===== src/rtl/rot_ctrl_pkg.sv =====
// Shared definitions for the rotate arbiter/sequencer: FSM encodings and
// step-unit limits.
package rot_ctrl_pkg;
    typedef enum logic [1:0] {
        IDLE   = 2'd0,
        ROTATE = 2'd1,
        DONE   = 2'd2
    } state_t;

    localparam int STEP_MAX = 3;
    localparam int ID_W     = 1;
endpackage


===== src/rtl/rot_arb_seq_if.sv =====
// Request (two requesters) and result handshake bundle for rot_arb_seq.
// master = requesters/consumer side, slave = the sequencer.
interface rot_arb_seq_if
    import rot_ctrl_pkg::*;
#(
    parameter int WIDTH = 4
);
    localparam int AW = $clog2(WIDTH);

    logic             req_valid_0;
    logic [WIDTH-1:0] req_data_0;
    logic [AW-1:0]    req_amt_0;
    logic             req_ready_0;
    logic             req_valid_1;
    logic [WIDTH-1:0] req_data_1;
    logic [AW-1:0]    req_amt_1;
    logic             req_ready_1;
    logic             res_valid;
    logic [WIDTH-1:0] res_data;
    logic [ID_W-1:0]  res_id;
    logic             res_ready;

    modport master (
        output req_valid_0, req_data_0, req_amt_0, req_valid_1, req_data_1, req_amt_1, res_ready,
        input  req_ready_0, req_ready_1, res_valid, res_data, res_id
    );
    modport slave (
        input  req_valid_0, req_data_0, req_amt_0, req_valid_1, req_data_1, req_amt_1, res_ready,
        output req_ready_0, req_ready_1, res_valid, res_data, res_id
    );
endinterface


===== src/rtl/rot_arb_seq_step.sv =====
// Single-cycle rotate-right step unit: WIDTH bits by 0..3 positions.
module rot_step #(
    parameter int WIDTH = 4
) (
    input  logic [WIDTH-1:0] din,
    input  logic [1:0]       amt,
    output logic [WIDTH-1:0] dout
);
    logic [2*WIDTH-1:0] dbl;

    // Shifting the doubled word right leaves the rotation in the low half.
    assign dbl  = {din, din} >> amt;
    assign dout = dbl[WIDTH-1:0];
endmodule


===== src/rtl/rot_arb_seq.sv =====
// Round-robin shares one rotate step unit between two requesters and
// sequences arbitrary rotate-right amounts over several cycles.
module rot_arb_seq
    import rot_ctrl_pkg::*;
#(
    parameter int WIDTH = 4
) (
    input  logic          clk,
    input  logic          rst,
    rot_arb_seq_if.slave  bus,
    output logic          busy
);
    localparam int AW = $clog2(WIDTH);

    state_t           state, nxt;
    logic [WIDTH-1:0] data_q, rot_out, win_data;
    logic [AW-1:0]    rem_q, rem_nxt, win_amt;
    logic [ID_W-1:0]  id_q, last_q, win_id;
    logic             any_req;
    logic [1:0]       step;

    // Winner: sole valid requester, or the one not served last when both are.
    always_comb begin
        any_req  = bus.req_valid_0 | bus.req_valid_1;
        win_id   = (bus.req_valid_0 && bus.req_valid_1) ? ~last_q : bus.req_valid_1;
        win_data = win_id[0] ? bus.req_data_1 : bus.req_data_0;
        win_amt  = win_id[0] ? bus.req_amt_1  : bus.req_amt_0;
    end

    assign bus.req_ready_0 = (state == IDLE) && bus.req_valid_0 && !win_id[0];
    assign bus.req_ready_1 = (state == IDLE) && bus.req_valid_1 &&  win_id[0];

    always_comb begin
        step    = (rem_q > AW'(STEP_MAX)) ? 2'(STEP_MAX) : rem_q[1:0];
        rem_nxt = rem_q - AW'(step);
    end

    rot_step #(.WIDTH(WIDTH)) u_step (
        .din  (data_q),
        .amt  (step),
        .dout (rot_out)
    );

    always_ff @(posedge clk or posedge rst) begin
        if (rst) state <= IDLE;
        else     state <= nxt;
    end

    always_comb begin
        nxt = state;
        case (state)
            IDLE:    if (any_req) nxt = (win_amt == '0) ? DONE : ROTATE;
            ROTATE:  if (rem_nxt == '0) nxt = DONE;
            DONE:    if (bus.res_ready) nxt = IDLE;
            default: nxt = IDLE;
        endcase
    end

    always_ff @(posedge clk or posedge rst) begin
        if (rst) begin
            data_q <= '0;
            rem_q  <= '0;
            id_q   <= '0;
            last_q <= ID_W'(1);
        end else begin
            case (state)
                IDLE: if (any_req) begin
                    data_q <= win_data;
                    rem_q  <= win_amt;
                    id_q   <= win_id;
                end
                ROTATE: begin
                    data_q <= rot_out;
                    rem_q  <= rem_nxt;
                end
                DONE: if (bus.res_ready) last_q <= id_q;
                default: ;
            endcase
        end
    end

    assign bus.res_valid = (state == DONE);
    assign bus.res_data  = data_q;
    assign bus.res_id    = id_q;
    assign busy          = (state != IDLE);
endmodule

===== src/flat_wrapper.sv =====
// flat-port wrapper written by rule: the top's interface ports become plain ports
module rot_arb_seq_flat import rot_ctrl_pkg::*;
#(
    parameter int WIDTH = 4
)
  (clk, rst, busy, bus_req_valid_0, bus_req_data_0, bus_req_amt_0, bus_req_valid_1, bus_req_data_1, bus_req_amt_1, bus_res_ready, bus_req_ready_0, bus_req_ready_1, bus_res_valid, bus_res_data, bus_res_id);
  rot_arb_seq_if #(.WIDTH(WIDTH)) bus_i ();
  input  logic clk;
  input  logic rst;
  output logic busy;
  input wire logic [$bits(bus_i.req_valid_0)-1:0] bus_req_valid_0;
  input wire logic [$bits(bus_i.req_data_0)-1:0] bus_req_data_0;
  input wire logic [$bits(bus_i.req_amt_0)-1:0] bus_req_amt_0;
  input wire logic [$bits(bus_i.req_valid_1)-1:0] bus_req_valid_1;
  input wire logic [$bits(bus_i.req_data_1)-1:0] bus_req_data_1;
  input wire logic [$bits(bus_i.req_amt_1)-1:0] bus_req_amt_1;
  input wire logic [$bits(bus_i.res_ready)-1:0] bus_res_ready;
  output wire logic [$bits(bus_i.req_ready_0)-1:0] bus_req_ready_0;
  output wire logic [$bits(bus_i.req_ready_1)-1:0] bus_req_ready_1;
  output wire logic [$bits(bus_i.res_valid)-1:0] bus_res_valid;
  output wire logic [$bits(bus_i.res_data)-1:0] bus_res_data;
  output wire logic [$bits(bus_i.res_id)-1:0] bus_res_id;
  assign bus_i.req_valid_0 = bus_req_valid_0;
  assign bus_i.req_data_0 = bus_req_data_0;
  assign bus_i.req_amt_0 = bus_req_amt_0;
  assign bus_i.req_valid_1 = bus_req_valid_1;
  assign bus_i.req_data_1 = bus_req_data_1;
  assign bus_i.req_amt_1 = bus_req_amt_1;
  assign bus_i.res_ready = bus_res_ready;
  assign bus_req_ready_0 = bus_i.req_ready_0;
  assign bus_req_ready_1 = bus_i.req_ready_1;
  assign bus_res_valid = bus_i.res_valid;
  assign bus_res_data = bus_i.res_data;
  assign bus_res_id = bus_i.res_id;
  rot_arb_seq #(.WIDTH(WIDTH)) u_core (.clk(clk), .rst(rst), .bus(bus_i), .busy(busy));
endmodule

===== config.mk =====
export PLATFORM = sky130hd
export DESIGN_NAME = rot_arb_seq_flat
export DESIGN_NICKNAME = d
export VERILOG_FILES = /design/src/rtl/rot_ctrl_pkg.sv /design/src/rtl/rot_arb_seq_if.sv /design/src/rtl/rot_arb_seq_step.sv /design/src/rtl/rot_arb_seq.sv /design/src/flat_wrapper.sv
export SDC_FILE = /design/constraint.sdc
export NUM_CORES = 1
export LEC_CHECK = 0
export CORE_MARGIN = 4
export CORE_UTILIZATION = 39
export CTS_BUF_LIST = sky130_fd_sc_hd__clkbuf_2
export DETAILED_ROUTE_END_ITERATION = 12
export GPL_TIMING_DRIVEN = 1
export PLACE_DENSITY = 0.78
export REMOVE_ABC_BUFFERS = 1
export SETUP_SLACK_MARGIN = 0.2
export SYNTH_ARGS = -nofsm -noshare
export SYNTH_HDL_FRONTEND = slang
export SYNTH_SLANG_ARGS = --single-unit

===== constraint.sdc =====
create_clock -name clk -period 1.1 [get_ports clk]
set_input_delay 0.22 -clock clk [delete_from_list [all_inputs] [get_ports clk]]
set_output_delay 0.22 -clock clk [all_outputs]
set_load 0.03 [all_outputs]

# Word-level counts from Yosys, hierarchy flattened
# Index checks and enable logic that the tools add are counted.
# word_totals
reg_bits	10
input_bits	17
out_inout_bits	9
wordCells	43
# classes
addsub	1
magnitude_cmp	1
n_eq_ne	5
n_shift	1
mux	13
bitwise	2
reduce_logical	15
# op_table
cell	count
$mux W2	7
$mux W4	2
$pmux W4 S2	1
$shr A8 B2 Y4	1
$logic_not A2 Y1	3
$pmux W2 S3	1
$reduce_and A2 Y1	3
$logic_and A1 B1 Y1	5
$ne A2 B1 Y1 const B	2
$pmux W2 S2	1
$reduce_bool A2 Y1	2
$reduce_and A3 Y1	1
$eq A2 B1 Y1 const B	1
$eq A2 B2 Y1 const B	1
$gt A2 B2 Y1 const B	1
$ne A2 B2 Y1 const B	1
$sub A2 B2 Y2	1
$logic_not A1 Y1	1
$mux W1	1
$not A1 Y1	1
$or A1 B1 Y1	1

# Depth between registers and ports, before layout
# Gate-level depths: netlist of the first run.
# depth
word_depth	7
mapped_depth	4
mapped_depth_nobuf	3

# By module
# A second synthesis of the first run with hierarchy kept.
# hier_totals
cells_unflattened	58
hier_area_um2	666.9
# modules_own_cells
module	instances	cells_each	area_per_inst_um2	seq_area_each_um2
rot_arb_seq	1	54	561.8	251.5
rot_step	1	4	105.1	0.0

# Least setup slack after synthesis of the first run
# OpenSTA, ideal clock, no wires.
# synth_timing
path_type	reg-to-reg
from	reg u_core.state[1]
to	reg u_core.last_q
setup_time_ns	0.082
t_arrival_ns	1.302
required_time_ns	1.018
setup_slack_ns	-0.284
path_stages_with_launch	4
path_buffers	0
period_less_slack_ns	1.384
cell_sequence	dfrtp_1 > nor2b_1 > nand2_1 > mux2_2
# synth_between
elab_chain_len	2
# synth_lines
item	line_no	rtl
start: declaration	rot_arb_seq.sv:15	state_t state, nxt;
start signal: assignment	rot_arb_seq.sv:46	else state <= nxt;
$eq A2 B2 Y1	n/a	
net bus_res_valid	flat_wrapper.sv:20	output wire logic [$bits(bus_i.res_valid)-1:0] bus_res_valid;
$reduce_and A2 Y1 (no line)	n/a	
end signal: assignment	rot_arb_seq.sv:76	DONE: if (bus.res_ready) last_q <= id_q;
end: declaration	rot_arb_seq.sv:18	logic [ID_W-1:0] id_q, last_q, win_id;
# The timed path passes the listed nets, and every way through them passes these cells.
# A chain may end at the register's enable or synchronous reset.

# Worst setup path in the final report of the first run
# layout_timing
from	reg u_core.last_q
to	out bus_req_ready_0
# layout_between
elab_chain_len	4
# layout_lines
item	line_no	rtl
$not A1 Y1	rot_arb_seq.sv:25	win_id = (bus.req_valid_0 && bus.req_valid_1) ? ~last_q : bus.req_valid_1;
$mux W1	rot_arb_seq.sv:25	
$logic_not A1 Y1	rot_arb_seq.sv:30	assign bus.req_ready_0 = (state == IDLE) && bus.req_valid_0 && !win_id[0];
$logic_and A1 B1 Y1	rot_arb_seq.sv:30	
end: declaration	flat_wrapper.sv:18	output wire logic [$bits(bus_i.req_ready_0)-1:0] bus_req_ready_0;
# No other way between the ends.

==> flow_summary.json, run 1 <==
{
  "place_congestion": 0.750,
  "fp.dieH_um": 48.3,
  "critical_path.reg2reg.endpoint": "u_core.bus.res_data[0]",
  "ff_to_ff_setup_slack_ns": -0.32,
  "gr-usage-met3": 0.0775,
  "setup_ws_ns": -0.442,
  "muxShareOfSynthArea": 0.184,
  "fillers": 76,
  "largest_net_degree_at_the_start_of_global_routing": 11,
  "async_reset_ff_frac": 1.00,
  "multi_input_combinational_cell_area_um2": 485,
  "drt-total-wl_um": 2540,
  "syn_to_final_growth_pct": 104,
  "cell_area_after_synthesis_um2": 632,
  "post_synth_main_area_contributors": "sky130_fd_sc_hd__dfrtp_1 (36%), sky130_fd_sc_hd__mux2i_1 (9.5%), sky130_fd_sc_hd__mux2_2 (8.9%)",
  "clkTransAtPathRegs_ns": 0.11,
  "number_of_setup_violations_in_the_final_report": 17,
  "ant_diodes": 0,
  "dr_total_vias": 747,
  "dieWidth_um": 48.3,
  "violations": "negative setup slack",
  "worst_ep_arrival_time_ns": 1.32,
  "synth_compound_area_frac": 0.238,
  "power_frac_comb": 0.731,
  "first_pass_iters": 4,
  "netlist_top_cells_count": "sky130_fd_sc_hd__dfrtp_1 (9), sky130_fd_sc_hd__inv_1 (6), sky130_fd_sc_hd__mux2i_1 (6)",
  "yosys_warnings": 0,
  "synth-seq-cells": 10,
  "groute.usage.overall": 0.223,
  "clk_latency_ns": 0.27,
  "top_fanout_value_on_the_critical_path": 4,
  "drcViolationCount": 0,
  "nNetsFinal": 132,
  "synth.largest_area_cell": "sky130_fd_sc_hd__dfrtp_1",
  "seq_power_share": 0.210,
  "powerDensity_mw_per_mm2": 2860,
  "routed_wire_length_per_instance_um": 19.5,
  "tritoncts": "yes",
  "dpl_worst_slack_ns": -0.594,
  "ff_latch_area_um2": 251,
  "fin_skew_ns": 0.00407,
  "final_max_slew_viols": 0,
  "grt_setup_unrepaired": "yes",
  "endpoint_kind": "primary output",
  "r2r.worst_path.cells": 4,
  "vdd_drop_max_v": 0.00200,
  "post_synth_xor_area_fraction": 0,
  "floorplan.rows": 14,
  "number_of_unique_standard_cell_types_used_by_synthesis": 28,
  "crit_chain": "a21bo_4 > and3_4 > buf_6",
  "use_met1": 0.269,
  "synth_largest_type_area_fraction": 0.356,
  "cp_data_required_time_ns": 0.88,
  "hp-class": "primary input to async pin",
  "yosys.area_share.simple": 0.125,
  "timing_worst_setup_path_type": "flop to primary output",
  "power.share.switching": 0.436,
  "slew-limit-headroom": 0.735,
  "synth_most_common_cell": "sky130_fd_sc_hd__dfrtp_1",
  "timing.critical_path.from_type": "flop",
  "antenna_left": 0,
  "met2_usage": 0.367,
  "synth_sequential_area_ratio": 0.398,
  "cts-htree-levels": 1,
  "cts-buffers-inserted": 3,
  "main_combinational_cell_family_by_area_after_synthesis": "compound AO/OA/AOI/OAI gates",
  "timing.critical_path.slowest_cell_delay_ns": 0.56,
  "p_switching_w": 0.00161,
  "outcome": "finished, violations left",
  "drt-initial-drc-count": 18,
  "timing_worst_slew_pin_value_ns": 0.397,
  "drt-vias-per-instance": 5.75,
  "port_buffers": 25,
  "final_util": 0.846,
  "stdcell_area_mm2": 0.00129,
  "synth_adder_area_share": 0,
  "library_cell_used_as_clock_root_buffer": "sky130_fd_sc_hd__clkbuf_2",
  "ioPinCount": 26,
  "global_route_wire_length_before_repair_um": 3440,
  "antenna_violations_before_repair": 0,
  "r2r_path_start": "u_core.state[0]",
  "finalCritPeriodShare": 1.40,
  "first_global_vias": 748,
  "placed_area_um2": 967,
  "critPathSlowestCell": "sky130_fd_sc_hd__dfstp_2",
  "fmax_mhz": 649,
  "cts-root-to-sink-buffers": 2,
  "dp.final_hpwl_um": 1350,
  "numClockSinks": 10,
  "power.internal_w": 0.00208,
  "minimum_clock_period_ns": 1.54,
  "syn_inst": 61,
  "post_synthesis_average_cell_area_um2": 10.4,
  "floorplan.initialDensity": 0.415,
  "final_number_of_hold_violating_endpoints": 0,
  "leakage_power_nw": 0.582,
  "grt_overflow": 0,
  "cap_violations": 0,
  "die_area_mm2": 0.00233,
  "top_usage_layer": "met2",
  "power.share.clock": 0.060,
  "final_layout_size_suffix_gt1_frac": 0.579,
  "synth_enable_flop_cells": 0,
  "ys.flop_type": "sky130_fd_sc_hd__dfrtp_1",
  "core_area_mm2": 0.00152
}
[layout by cell type (no fill, tap or decap), types with 2 or more instances in the layout]
cell	netlist	layout
sky130_fd_sc_hd__buf_6	0	19
sky130_fd_sc_hd__buf_4	1	16
sky130_fd_sc_hd__clkdlybuf4s50_1	0	14
sky130_fd_sc_hd__dfrtp_1	9	9
sky130_fd_sc_hd__inv_1	6	5
sky130_fd_sc_hd__mux2i_1	6	4
sky130_fd_sc_hd__mux2_2	5	4
sky130_fd_sc_hd__a221oi_2	0	4
sky130_fd_sc_hd__clkbuf_2	0	3
sky130_fd_sc_hd__o22ai_2	0	2
sky130_fd_sc_hd__o22ai_4	0	2
sky130_fd_sc_hd__mux2i_2	0	2
sky130_fd_sc_hd__o2bb2ai_1	2	2
sky130_fd_sc_hd__dlygate4sd2_1	0	2
[metal layers]
metal / part of all wire / wire length [µm]
met5: 0 / 0
met4: 0.022 / 57
met3: 0.064 / 163
met2: 0.50 / 1270
met1: 0.41 / 1040
[kinds of logic (layout without fill, tap and decap cells)]
logic type	count (synthesis)	count (layout)
AO/OA/AOI/OAI	19	19
flip-flops	10	10
AND/OR/NAND/NOR	13	13
multiplexers	11	11
buffers and inverters	8	61
[per-stage QoR]
step	setup TNS (ns)	total power, W	cells	hold slack [ns]
3_3_place_gp	-5.57	0.00235	113	0.502
2_1_floorplan	-1.50	0.00164	59	0.0595
4_1_cts	-2.71	0.00318	125	0.234
3_5_place_dp	-5.97	0.00239	113	0.527
6_report	-3.71	0.00369	130	0.214
5_1_grt	-4.36	0.00386	130	0.256
[timing repair]
item                                    4_1_cts  5_1_grt
endpoints found under the setup margin       19       19
buffers inserted                              8        5
hold endpoints to repair                      0        0
hold buffers                                  0        0
pin swaps                                     6        5
gates resized for setup                      45       13
[cell type report]
cell class	count	area share
sequential	10	0.195
timing repair buffer	51	0.381
inverter	6	0.0175
tap	16	0.0155
clock inverter	1	0.00291
clock buffer	3	0.0116
multi-input combinational	43	0.376
[power groups by stage]
stage | Clock [W] | Sequential [W] | Combinational, W
floorplan | 0 | 0.000891 | 0.000750
global placement | 0 | 0.000702 | 0.00165
detailed placement | 0 | 0.000711 | 0.00167
CTS | 0.000214 | 0.000728 | 0.00224
global route | 0.000238 | 0.000793 | 0.00283
finish | 0.000220 | 0.000775 | 0.00270
[state kept, by name, indices dropped and copies added (netlist names)]
name and cells:
u_core.last_q 1, u_core.bus.res_data 4, u_core.rem_q 2, u_core.state 2, u_core.bus.res_id 1
[worst max path at each step]
stage / start / depth (start not counted) / slack (ns) / end
after floorplan: u_core.state[1] / 3 / -0.28 / u_core.last_q
after global placement: bus_req_valid_1 / 4 / -0.58 / bus_req_ready_0
after detailed placement: bus_req_valid_1 / 4 / -0.59 / bus_req_ready_0
after CTS: u_core.last_q / 3 / -0.39 / bus_req_ready_0
after global routing: u_core.last_q / 3 / -0.47 / bus_req_ready_0
final: u_core.last_q / 3 / -0.44 / bus_req_ready_0
[worst max-delay path: cells and delay by family (launching register included)]
kind                   cells  cell delay, ns
flip-flops                 1            0.56
buffers and inverters      1            0.13
AO/OA/AOI/OAI              1            0.16
AND/OR/NAND/NOR            1            0.20
No activity file was read; power rests on OpenSTA's default activity.
==> run 2, diff against run 1 <==
CAP_MARGIN = 25   (was default)
SETUP_SLACK_MARGIN = default   (was 0.2)
==> flow_summary.json, run 2 (synthesized netlist as in run 1, its figures left out) <==
{
  "cts-htree-levels": 1,
  "fmax_mhz": 662,
  "die_area_mm2": 0.00233,
  "post_cts_hold_buffer_count": 0,
  "final_max_slew_viols": 0,
  "final_number_of_hold_violating_endpoints": 0,
  "antenna_violations_before_repair": 0,
  "setup_ws_ns": -0.412,
  "total_negative_setup_slack_ns": -3.23,
  "dr_total_vias": 725,
  "nNetsFinal": 127,
  "grt_overflow": 0,
  "final_layout_size_suffix_gt1_frac": 0.569,
  "timing_worst_setup_path_type": "flop to primary output",
  "core_area_mm2": 0.00152,
  "first_global_vias": 735,
  "finalCritPeriodShare": 1.37,
  "ioPinCount": 26,
  "syn_to_final_growth_pct": 96.6,
  "powerDensity_mw_per_mm2": 2820,
  "fillers": 87,
  "r2r_path_start": "u_core.state[0]",
  "slew-limit-headroom": 0.732,
  "minimum_clock_period_ns": 1.51,
  "library_cell_used_as_clock_root_buffer": "sky130_fd_sc_hd__clkbuf_2",
  "violations": "negative setup slack",
  "outcome": "finished, violations left",
  "timing.critical_path.from_type": "flop",
  "dieWidth_um": 48.3,
  "worst_ep_arrival_time_ns": 1.29,
  "dp.final_hpwl_um": 1350,
  "clk_latency_ns": 0.27,
  "timing.critical_path.slowest_cell_delay_ns": 0.43,
  "cp_data_required_time_ns": 0.88,
  "place_congestion": 0.750,
  "floorplan.initialDensity": 0.415,
  "dpl_worst_slack_ns": -0.594,
  "vdd_drop_max_v": 0.00200,
  "groute.usage.overall": 0.210,
  "leakage_power_nw": 0.554,
  "tritoncts": "yes",
  "cts-buffers-inserted": 3,
  "routed_wire_length_per_instance_um": 19.7,
  "first_pass_iters": 4,
  "final_common_cell": "sky130_fd_sc_hd__buf_6",
  "floorplan.rows": 14,
  "cts-root-to-sink-buffers": 2,
  "drt-initial-drc-count": 25,
  "fin_skew_ns": 0.00235,
  "clkTransAtPathRegs_ns": 0.10,
  "hp-class": "primary input to async pin",
  "port_buffers": 25,
  "final_cell_mix": "sky130_fd_sc_hd__buf_6 (18), sky130_fd_sc_hd__clkdlybuf4s50_1 (14), sky130_fd_sc_hd__buf_4 (12)",
  "timing_worst_slew_pin_value_ns": 0.402,
  "crit_chain": "nor2_2 > buf_6 > and3_4 > buf_6",
  "antenna_left": 0,
  "drt-total-wl_um": 2470,
  "finalNonFillerCells": 125,
  "number_of_setup_violations_in_the_final_report": 15,
  "fp.dieH_um": 48.3,
  "numClockSinks": 10,
  "critical_path.startpoint": "u_core.state[0]",
  "critPathSlowestCell": "sky130_fd_sc_hd__dfrtp_1",
  "critical-path-top-cell-by-count": "sky130_fd_sc_hd__buf_6",
  "drcViolationCount": 0,
  "grt_setup_unrepaired": "yes",
  "worst_hold_slack_ns": 0.216,
  "largest_net_degree_at_the_start_of_global_routing": 11,
  "ant_diodes": 0,
  "endpoint_kind": "primary output",
  "global_route_wire_length_before_repair_um": 3210,
  "top_fanout_value_on_the_critical_path": 4,
  "cap_violations": 0,
  "largest_register_ff_count": 4,
  "placed_insts": 113,
  "drt-vias-per-instance": 5.80
}
[run 2: what timing repair did]
item	4_1_cts	5_1_grt
pin swaps	6	7
resized for setup	41	17
endpoints found under the setup margin	15	19
setup buffers	6	4
[run 2: worst paths after layout]
kind	end	slack, ns	depth (start not counted)
setup / recovery	bus_req_ready_0	-0.41	4
hold reg to reg	u_core.bus.res_id	0.58	1
setup reg to reg	u_core.bus.res_data[0]	-0.27	4
min in group clk	u_core.bus.res_id	0.58	1
max in group asynchronous	u_core.last_q	0.56	2
hold / removal	u_core.state[0]	0.22	2
[run 2: cell type report]
class / instances / area, µm² / area share
well taps: 16 / 20.0 / 0.0161
clock buffers: 3 / 15.0 / 0.0121
clock inverters: 1 / 3.75 / 0.00302
flip-flops and latches: 10 / 251 / 0.202
multi-input cells: 43 / 477 / 0.384
repair buffers: 46 / 450 / 0.363
inverters: 6 / 25.0 / 0.0201
[run 2: worst max-delay path, delay by kind of cell (launching register included)]
family / cells / cell delay (ns)
flops: 1 / 0.43
buf+inv: 2 / 0.25
simple gates: 2 / 0.33
[run 2: power by group]
| group | switching, W | internal, W | total, W |
|---|---|---|---|
| logic | 0.00120 | 0.00132 | 0.00252 |
| registers | 0.000208 | 0.000556 | 0.000764 |
| clock network | 0.000139 | 0.0000789 | 0.000218 |
[run 2: through the flow]
stage	total power, W	area (µm²)	utilization
floorplan	0.00164	619	-
global placement	0.00235	967	0.635
detailed placement	0.00239	967	0.635
CTS	0.00308	1150	0.755
global route	0.00369	1240	0.815
finish	0.00350	1240	0.815
[run 2: layer usage]
| layer | track usage | vias to the layer above | wire length, µm |
|---|---|---|---|
| met5 | 0 | - | 0 |
| met4 | 0.118 | 0 | 47 |
| met3 | 0.0590 | 6 | 162 |
| met2 | 0.359 | 29 | 1250 |
| met1 | 0.231 | 360 | 1000 |
| li1 | - | 330 | - |
